[config.mk]
export PLATFORM = sky130hd
export DESIGN_NAME = key_event_decoder
export DESIGN_NICKNAME = d
export VERILOG_FILES = /design/src/rtl/key_event_decoder.sv
export SDC_FILE = /design/constraint.sdc
export NUM_CORES = 1
export LEC_CHECK = 0
export CAP_MARGIN = 15
export CORE_UTILIZATION = 44
export CTS_BUF_LIST = sky130_fd_sc_hd__clkbuf_8
export DETAILED_ROUTE_END_ITERATION = 10
export PLACE_DENSITY = 0.76
export SYNTH_ARGS = -nofsm -noshare
export SYNTH_HDL_FRONTEND = slang
export SYNTH_SLANG_ARGS = --single-unit
[constraint.sdc]
create_clock -name clk_1KHz -period 1.8 [get_ports clk_1KHz]
set_clock_uncertainty 0.05 [all_clocks]
set_input_delay 0.27 -clock clk_1KHz [delete_from_list [all_inputs] [get_ports clk_1KHz]]
set_output_delay 0.27 -clock clk_1KHz [all_outputs]
set_load 0.05 [all_outputs]
[src/rtl/key_event_decoder.sv]
// key_event_decoder: turns a debounced key level into one-cycle event pulses
// (press, release, click, double click, long press, auto-repeat) plus a held level.
module key_event_decoder #(
  parameter int ACTIVE_LEVEL = 1,
  parameter int LONG_MS      = 1000,
  parameter int REPEAT_MS    = 200,
  parameter int DCLICK_MS    = 300,
  parameter int CNT_W        = 11
) (
  input  logic clk_1KHz,
  input  logic rst,
  input  logic key_level,
  output logic press_pulse,
  output logic release_pulse,
  output logic click_pulse,
  output logic dclick_pulse,
  output logic long_pulse,
  output logic repeat_pulse,
  output logic held
);

  typedef enum logic [2:0] {IDLE, PRESS1, WAIT2, PRESS2, LONG} state_t;

  // Terminal counts: a threshold of T cycles fires when the counter reads T-1.
  localparam logic [CNT_W-1:0] LONG_END   = CNT_W'(LONG_MS - 1);
  localparam logic [CNT_W-1:0] REPEAT_END = CNT_W'(REPEAT_MS - 1);
  localparam logic [CNT_W-1:0] DCLICK_END = CNT_W'(DCLICK_MS - 1);

  state_t           state_q, state_d;
  logic [CNT_W-1:0] cnt_q, cnt_d;
  logic             press_q, press_d;
  logic             release_q, release_d;
  logic             click_q, click_d;
  logic             dclick_q, dclick_d;
  logic             long_q, long_d;
  logic             repeat_q, repeat_d;
  logic             held_q, held_d;
  logic             pressed;

  assign pressed = (key_level == 1'(ACTIVE_LEVEL));

  // State, counter and registered outputs; reset wins over everything.
  always_ff @(posedge clk_1KHz) begin
    if (rst) begin
      state_q   <= IDLE;
      cnt_q     <= '0;
      press_q   <= 1'b0;
      release_q <= 1'b0;
      click_q   <= 1'b0;
      dclick_q  <= 1'b0;
      long_q    <= 1'b0;
      repeat_q  <= 1'b0;
      held_q    <= 1'b0;
    end else begin
      state_q   <= state_d;
      cnt_q     <= cnt_d;
      press_q   <= press_d;
      release_q <= release_d;
      click_q   <= click_d;
      dclick_q  <= dclick_d;
      long_q    <= long_d;
      repeat_q  <= repeat_d;
      held_q    <= held_d;
    end
  end

  // Next state and counter; key changes take priority over timeouts.
  always_comb begin
    state_d = state_q;
    cnt_d   = cnt_q;
    unique case (state_q)
      IDLE: begin
        if (pressed) begin
          state_d = PRESS1;
          cnt_d   = '0;
        end
      end
      PRESS1, PRESS2: begin
        if (!pressed) begin
          state_d = (state_q == PRESS1) ? WAIT2 : IDLE;
          cnt_d   = '0;
        end else if (cnt_q == LONG_END) begin
          state_d = LONG;
          cnt_d   = '0;
        end else begin
          cnt_d = cnt_q + 1'b1;
        end
      end
      WAIT2: begin
        if (pressed) begin
          state_d = PRESS2;
          cnt_d   = '0;
        end else if (cnt_q == DCLICK_END) begin
          state_d = IDLE;
          cnt_d   = '0;
        end else begin
          cnt_d = cnt_q + 1'b1;
        end
      end
      LONG: begin
        if (!pressed) begin
          state_d = IDLE;
          cnt_d   = '0;
        end else if (cnt_q == REPEAT_END) begin
          cnt_d = '0;
        end else begin
          cnt_d = cnt_q + 1'b1;
        end
      end
      default: begin
        state_d = IDLE;
        cnt_d   = '0;
      end
    endcase
  end

  // Event decode for the cycle after this edge; mirrors the transition priorities.
  always_comb begin
    press_d   = 1'b0;
    release_d = 1'b0;
    click_d   = 1'b0;
    dclick_d  = 1'b0;
    long_d    = 1'b0;
    repeat_d  = 1'b0;
    held_d    = (state_d == PRESS1) || (state_d == PRESS2) || (state_d == LONG);
    unique case (state_q)
      IDLE:   press_d = pressed;
      PRESS1: begin
        release_d = !pressed;
        long_d    = pressed && (cnt_q == LONG_END);
      end
      PRESS2: begin
        release_d = !pressed;
        dclick_d  = !pressed;
        long_d    = pressed && (cnt_q == LONG_END);
      end
      WAIT2: begin
        press_d = pressed;
        click_d = !pressed && (cnt_q == DCLICK_END);
      end
      LONG: begin
        release_d = !pressed;
        repeat_d  = pressed && (cnt_q == REPEAT_END);
      end
      default: ;
    endcase
  end

  assign press_pulse   = press_q;
  assign release_pulse = release_q;
  assign click_pulse   = click_q;
  assign dclick_pulse  = dclick_q;
  assign long_pulse    = long_q;
  assign repeat_pulse  = repeat_q;
  assign held          = held_q;

endmodule

* Word-level counts from Yosys, hierarchy flattened
Cells that the tools add are included.
** Word-level totals
- Register bits :: 21
- Bits of input ports :: 3
** Cells by class
- Add/sub/neg operators :: 1
- Equal/unequal tests :: 11
- Muxes and demuxes :: 16
- Bitwise operators :: 6
- Reduce and logical (&&, ||, !) cells :: 16
** Operator list (count)
- $mux 11 :: 7
- $pmux 11 s4 :: 1
- $mux 3 :: 6
- $reduce_or 2->1 :: 8
- $pmux 3 s4 :: 1
- $add 11x1->11 const B :: 1
- $eq 11x10->1 const B :: 1
- $eq 11x8->1 const B :: 1
- $eq 11x9->1 const B :: 1
- $eq 3x2->1 const B :: 3
- $eq 3x1->1 const B :: 2
- $eq 3x3->1 const B :: 2
- $not 1->1 :: 6
- $logic_and 1x1->1 :: 3
- $logic_not 3->1 :: 1
- $reduce_or 3->1 :: 1
- $logic_or 1x1->1 :: 2
- $mux 2 :: 1
- $ne 2x2->1 const B :: 1
- $logic_not 1->1 :: 1

* Depth between registers and ports, before layout
- Word-level depth :: 7
- Mapped depth :: 6
- Depth with buffers taken out :: 6

* Worst setup path after synthesis
Ideal clock, no wire load.
- Path type :: register -> register
- Start point :: register cnt_q[0]
- End point :: register cnt_q[10]
- Library setup time :: 0.121 ns
- Data arrival time :: 1.504 ns
- Required time :: 1.629 ns
- Slack :: 0.125 ns
- Cell stages (with the launch flop) :: 7
- Buffers on the path :: 0
- Period minus slack after synthesis :: 1.675 ns
- Path through :: dfxtp_1 ha_1 nand3b_1 nor4_4 o221ai_2 o21bai_4 nor2_1
** On the way
- Word-level cells in the longest chain between the ends :: 4
- Elaborated cells between the ends (all ways) :: 11
** RTL lines
- start, declared :: line 30 : logic [CNT_W-1:0] cnt_q, cnt_d;
- start signal, assigned :: line 56 : cnt_q <= cnt_d;
- $add 11x1->11 (tied with other cells) :: line 86, 97, 107
- $mux 11 (on tied branches) :: line 104, 82, 93
- $mux 11 (on tied branches) :: line 101, 79, 90
- $pmux 11 s4 (*) :: line 71 : unique case (state_q)
Every way passes the cells marked *; elsewhere a longest branch is shown, timed or not.
A chain may end at the register's enable or synchronous reset.

* Worst setup path in the final report
- Start point :: register cnt_q[1]
- End point :: register cnt_q[8]
The elaborated chain is that of the path after synthesis.

==> out/qor.txt <==
Fin nets -> 138
Relative slew slack -> 66.4%
Cts bufs inserted -> 3
Number of global-route vias before repair -> 879
N_diodes -> 0
Sequential Power Share -> 54.9%
Register area share after synthesis -> 42.2%
Hold Path Class -> flop to flop
Die footprint -> 2460 um2
GRT Total Usage -> 18.9%
CP Capture Type -> flop
First-pass GRT wire length -> 3590 um
WL/cell -> 13.0 um
Die width -> 49.6 um
Pint -> 0.000665 W
Worst-Skew Late Latency -> 0.26 ns
Clk sink count -> 21
Crit path max fanout -> 8
Die height -> 49.6 um
Combinational share of power -> 10.3%
CTS tree -> built
Synth unique cells -> 36
Drt pass-1 iters -> 4
Startpoint Class -> flop
Sw frac -> 23.7%
Worst endpoint required time -> 1.90 ns
Starting Density -> 48.8%
Unrepaired setup endpoints after global routing -> yes
Worst Path Arrival -> 1.95 ns
H-Tree Depth -> 1
Rows -> 16
Initial DRC Count -> 12
Drt via density -> 5.39
Post-route cell area -> 1330 um2
Yosys reg bits -> 21
Post-route ant nets -> 0
Worst Tran Pin Value -> 0.503 ns
Buffers added on ports -> 9
Root Buffer -> clkbuf_8
Final WS setup -> -0.0507 ns
Mapped Avg Cell Area -> 9.32 um2
Post-route clock period utilization -> 103%
Failing checks -> setup timing
Max Slew Vio Count -> 0
Vias post-DR -> 863
Switching pwr -> 0.000207 W
Number of fill cells -> 181
Post-DP HPWL -> 1410 um
Max-Cap Viols -> 0
Leakage -> 0.450 nW
Final Hold Viols -> 0
Routed WL -> 2090 um
Core area -> 2040 um2
Synthesized area -> 997 um2
Hold_ws -> 0.487 ns
Routability cong. -> 0.892
Outcome -> finished, violations left
Worst-path clk slew -> 0.07 ns
Fmax -> 540 MHz
Syn Inst Count -> 107
Cell Pwr Density -> 658 nW/um2
Total power -> 0.000872 W
Tmin final -> 1.85 ns
Final Setup Violations -> 11
Share of cells above drive strength 1 -> 28.6%
Clock Power Share -> 34.8%
Dpl cell area -> 1170 um2
Area Overhead vs Synth -> 32.9%
Clock Path Buffers -> 2
WS Path Type -> flop to flop
DRC Markers -> 0
Peak supply drop -> 0.477 mV
Pin count of the biggest net entering global routing -> 13
Ys Warns -> 0
Grt ovf -> 0
Syn nets -> 111
Top-Level Pins -> 10
Hold buffer count at cts -> 0
Initial antenna violation count -> 0
## per-layer routing
layer  track usage [%]  part of all wire (%)
met1              21.4                    45
met4              10.5                   2.5
met2              32.2                    50
met3              4.32                   3.1
met5                 0                     0
## worst paths after layout
kind / from / endpoint / slack [ns] / cells after the start
worst min register to register: cnt_q[2]$_SDFFE_PP0P_ / cnt_q[2]$_SDFFE_PP0P_ / 0.49 / 2
worst max-delay path: cnt_q[1]$_SDFFE_PP0P_ / cnt_q[8]$_SDFFE_PP0P_ / -0.05 / 6
worst max register to register: cnt_q[1]$_SDFFE_PP0P_ / cnt_q[8]$_SDFFE_PP0P_ / -0.05 / 6
worst min-delay path: cnt_q[2]$_SDFFE_PP0P_ / cnt_q[2]$_SDFFE_PP0P_ / 0.49 / 2
## worst max-delay path, cell delays in order, from the launching register on
cell      delay, ns
dfxtp_4        0.37
ha_4           0.14
nand3b_1       0.19
nor4_4         0.44
o221ai_4       0.20
o21bai_4       0.29
a21oi_1        0.06
## power groups by stage
stage               logic [W]  clock network, W  registers, W
floorplan           0.0000386                 0      0.000499
finish              0.0000896          0.000304      0.000479
CTS                 0.0000766          0.000306      0.000479
detailed placement  0.0000761                 0      0.000490
global placement    0.0000745                 0      0.000489
global route        0.0000967          0.000326      0.000480
## synthesized netlist by cell type (all sizes together)
master   instances  share of area [%]
nand2b           3                1.9
nand3            4                2.0
o221ai           1                1.5
nor3             4                2.5
nand2            9                3.4
nand4            2                1.3
and2b            1               0.75
or4              1               0.75
a21oi            5                2.5
a22oi            2                1.5
or2              2                1.5
nor2b            1               0.63
inv              2               0.75
a211oi           1               0.75
nor2            19                7.2
nand3b           1               0.75
xor2             3                2.6
dfxtp           21                 42
nor4             4                4.6
nor3b            1                1.9
xnor2            4                3.5
ha               1                1.3
nand4bb          2                2.3
buf              2                1.6
o41ai            2                3.3
o21bai           1                1.9
and4b            1                1.0
or3              2                1.3
and3             1               0.63
nor4b            1               0.88
o21ai            3                1.5
## flip-flops by register name, summed over array words and instances, names as in the netlist
signal         count
dclick_pulse       1
cnt_q             11
release_pulse      1
press_pulse        1
held               1
click_pulse        1
repeat_pulse       1
state_q            3
long_pulse         1
## final cells by class
class	instances	area, um2	share of cell area, %
repair buffers	24	203	15.3
inverters	2	7.51	0.567
flip-flops and latches	21	427	32.2
well taps	27	33.8	2.55
multi-input cells	82	608	45.9
clock buffers	3	41.3	3.12
clock inverters	1	5.00	0.378
## cell families after synthesis
family          share of synthesized area (%)
simple gates                             35.1
flops                                    42.2
compound gates                           12.9
xor+xnor                                 6.15
buf+inv                                  2.38
fa+ha+maj                                1.25
## metrics by stage
step / TNS [ns] / util, % / worst slack (ns) / cells
6_report: -0.455 / 64.9 / -0.0507 / 160
5_1_grt: -1.52 / 64.9 / -0.146 / 160
4_1_cts: 0 / 60.1 / 0.00479 / 154
3_5_place_dp: -0.345 / 57.4 / -0.0893 / 150
3_3_place_gp: -0.390 / 57.4 / -0.0881 / 150
2_1_floorplan: 0 / - / 0.125 / 107
## placed cells by master (no fill, tap or decap), types with 2 or more instances in the layout
cell type,n
buf_4,15
a22oi_2,2
nand3_1,4
o21ai_0,2
inv_1,2
nor4_1,2
o41ai_2,2
clkdlybuf4s50_1,9
dfxtp_2,2
a21oi_1,5
xnor2_1,4
nor4_4,2
nor2_2,2
nand4_1,2
clkbuf_8,3
xor2_1,3
nor2_1,17
nand2b_1,3
dfxtp_1,18
nor3_1,3
or3_1,2
nand4bb_1,2
nand2_1,8
## repair_timing
action	CTS	global route
pin swaps	0	13
setup buffers	0	6
gates resized for setup	1	14
setup endpoints to repair	8	12
Note: power is estimated with default switching activity, not from simulation.
==> patch (same flow settings) <==
Remove the register `release_q`: a continuous assignment takes its place, so the output `release_pulse` follows one clock earlier.
--- a/src/rtl/key_event_decoder.sv
+++ b/src/rtl/key_event_decoder.sv
@@ -47,3 +47,2 @@
       press_q   <= 1'b0;
-      release_q <= 1'b0;
       click_q   <= 1'b0;
@@ -57,3 +56,2 @@
       press_q   <= press_d;
-      release_q <= release_d;
       click_q   <= click_d;
@@ -65,2 +63,4 @@
   end
+
+  assign release_q = release_d;
 
Behaviour: not the same (a bounded check fails within 4 cycles, from zero or initial values and one cycle with rst high).
==> patch against the unedited design <==
- the run still ends with setup timing left
- sequential cell count fell by 1
- worst setup slack lost 0.028 ns
- synthesized area grew 7.5%
- routed wire length up 36%
- global-route usage rose by 4.5 points
- cell area increased by 18%
- hold slack improved by 0.0011 ns
- cell count up 18%
- power up 8.0%
- critical path depth unchanged
==> patch: results (changes against the unedited design) <==
Placed design
  – Hpwl dp: 1933 µm (was 1409 µm)
  – Setup WS pre-CTS: -0.1215 ns (was -0.08927 ns)
  – GPL Wtd Cong: 0.8475 (was 0.8922)
  – Cell Area, Placed: 1380 µm² (was 1172 µm²)
  – IO Port Bufs: 9 (unchanged)

Global routing
  – Routing usage on met3: 3.869% (was 4.321%)
  – Met2 GRT Util: 42.42% (was 32.21%)
  – Vias in the first global route: 1041 (was 879)
  – All-Layer GR Usage: 23.34% (was 18.86%)
  – Largest net degree at the start of global routing: 12 (was 13)
  – M1 GR Usage: 25.68% (was 21.40%)
  – First-pass GRT wire length: 4505 µm (was 3588 µm)

Final layout
  – Ratio of cells with drive above 1 in the final layout: 39.38% (was 28.57%)
  – Final nets: 165 (was 138)
  – FILL cells: 173 (was 181)

Power and ir drop
  – Power in the clock group: 344 µW (was 304 µW)
  – Leak: 0.0005874 µW (was 0.0004502 µW)
  – Power, Total: 941.7 µW (was 872.3 µW)
  – Comb power: 142 µW (was 89.6 µW)
  – Peak supply drop: 0.5546 mV (was 0.4770 mV)
  – Switching share of power: 24.68% (was 23.73%)

STA
  – Slew @ Worst Pin: 0.4938 ns (was 0.5032 ns)
  – Post-route setup TNS: -0.5654 ns (was -0.4552 ns)
  – Final setup fails: 9 (was 11)
  – Setup ws final: -0.07906 ns (was -0.05065 ns)

Drt
  – DRT iter0 DRCs: 32 (was 12)
  – Vias: 1110 (was 863)
  – DRC viols: 0 (unchanged)
  – Drt wl/cell: 15.14 µm (was 13.04 µm)

Outcome
  – Violated checks: setup timing (unchanged)
  – Outcome: finished, violations left (unchanged)

Clocking
  – Post-CTS Setup Bufs: 0 (unchanged)
  – Worst-Skew Late Latency: 0.26 ns (about the same)
  – Htree depth: 1 (unchanged)
  – Hold_buf cts: 0 (unchanged)
  – Post-cts resize count: 8 (was 1)

Worst hold path
  – Hold/Removal Path Class: register to register (unchanged)
  – WHS Path Cells: 1 (was 2)

Logic synthesis
  – Seq/Total Area, Yosys: 37.34% (was 42.16%)
  – Top cells by area, synth: dfxtp_1 37%, nor2_1 5.3%, nor4_1 4.7%, nand2_1 4.6%, mux2i_1 3.7% (was dfxtp_1 42%, nor2_1 7.2%, xnor2_1 3.5%, nand2_1 3.4%, o41ai_2 3.3%)
  – Syn nets: 126 (was 111)
  – Ys flop type: dfxtp_1 (unchanged)
  – Cell variety after synth: 45 (was 36)
  – Ys async rst share: 0% (unchanged)
  – Post-synth top cells: 20 x dfxtp_1, 15 x nor2_1, 13 x nand2_1 (was 21 x dfxtp_1, 19 x nor2_1, 9 x nand2_1)

Critical path
  – Crit path DAT: 1.97 ns (was 1.95 ns)
  – Critical Path Fanout Max: 7 (was 8)
[patch: changes by cell type in the layout (fill, tap and decap cells not counted), sizes merged, moves of 4 or more]
cell,before,now
xnor2,4,0
nor4,4,10
nand2,9,13
nor2,19,15
buf,15,34
mux2i,0,4
[patch: worst paths after layout]
check / startpoint / end / slack [ns]
min reg2reg: state_q[0] / state_q[0] / 0.49
min: state_q[0] / state_q[0] / 0.49
max: cnt_q[4] / cnt_q[4] / -0.08
max reg2reg: cnt_q[4] / cnt_q[4] / -0.08
[patch: cell families (layout without fill, tap and decap cells)]
kind of cell | count (synthesis) | count (layout) | share of synthesized area [%]
and+or+nand+nor | 69 | 69 | 38.51
DFF | 20 | 20 | 37.34
AOI/OAI and AO/OA | 19 | 19 | 15.05
buffers and inverters | 9 | 47 | 4.199
muxes | 4 | 4 | 3.734
adders and majority gates | 1 | 1 | 1.167
[patch: per-stage QoR]
step,utilization [%],cells
2_1_floorplan,-,122
5_1_grt,69.59,188
4_1_cts,65.43,183
3_5_place_dp,61.21,179
6_report,69.59,188
3_3_place_gp,61.21,179
[patch: cell type report]
| cell class | count | share of cell area [%] |
|---|---|---|
| inverter | 1 | 0.2392 |
| multi-input combinational | 93 | 45.45 |
| timing repair buffer | 42 | 22.89 |
| clock buffer | 4 | 3.509 |
| tap | 28 | 2.233 |
| sequential | 20 | 25.68 |
[patch: worst max-delay path: stages (launching register included)]
cell and delay (ns):
dfxtp_1 0.31, or4_4 0.54, nor3_4 0.26, o22ai_4 0.16, a211oi_4 0.23, buf_6 0.16
a2111oi_2 0.04
[patch: per-layer routing]
layer / wire, µm / vias up / share of wire, %
li1: - / 536 / -
met1: 1164 / 532 / 41
met2: 1503 / 35 / 53
met3: 120 / 7 / 4.2
met4: 59 / 0 / 2.1
met5: 0 / - / 0
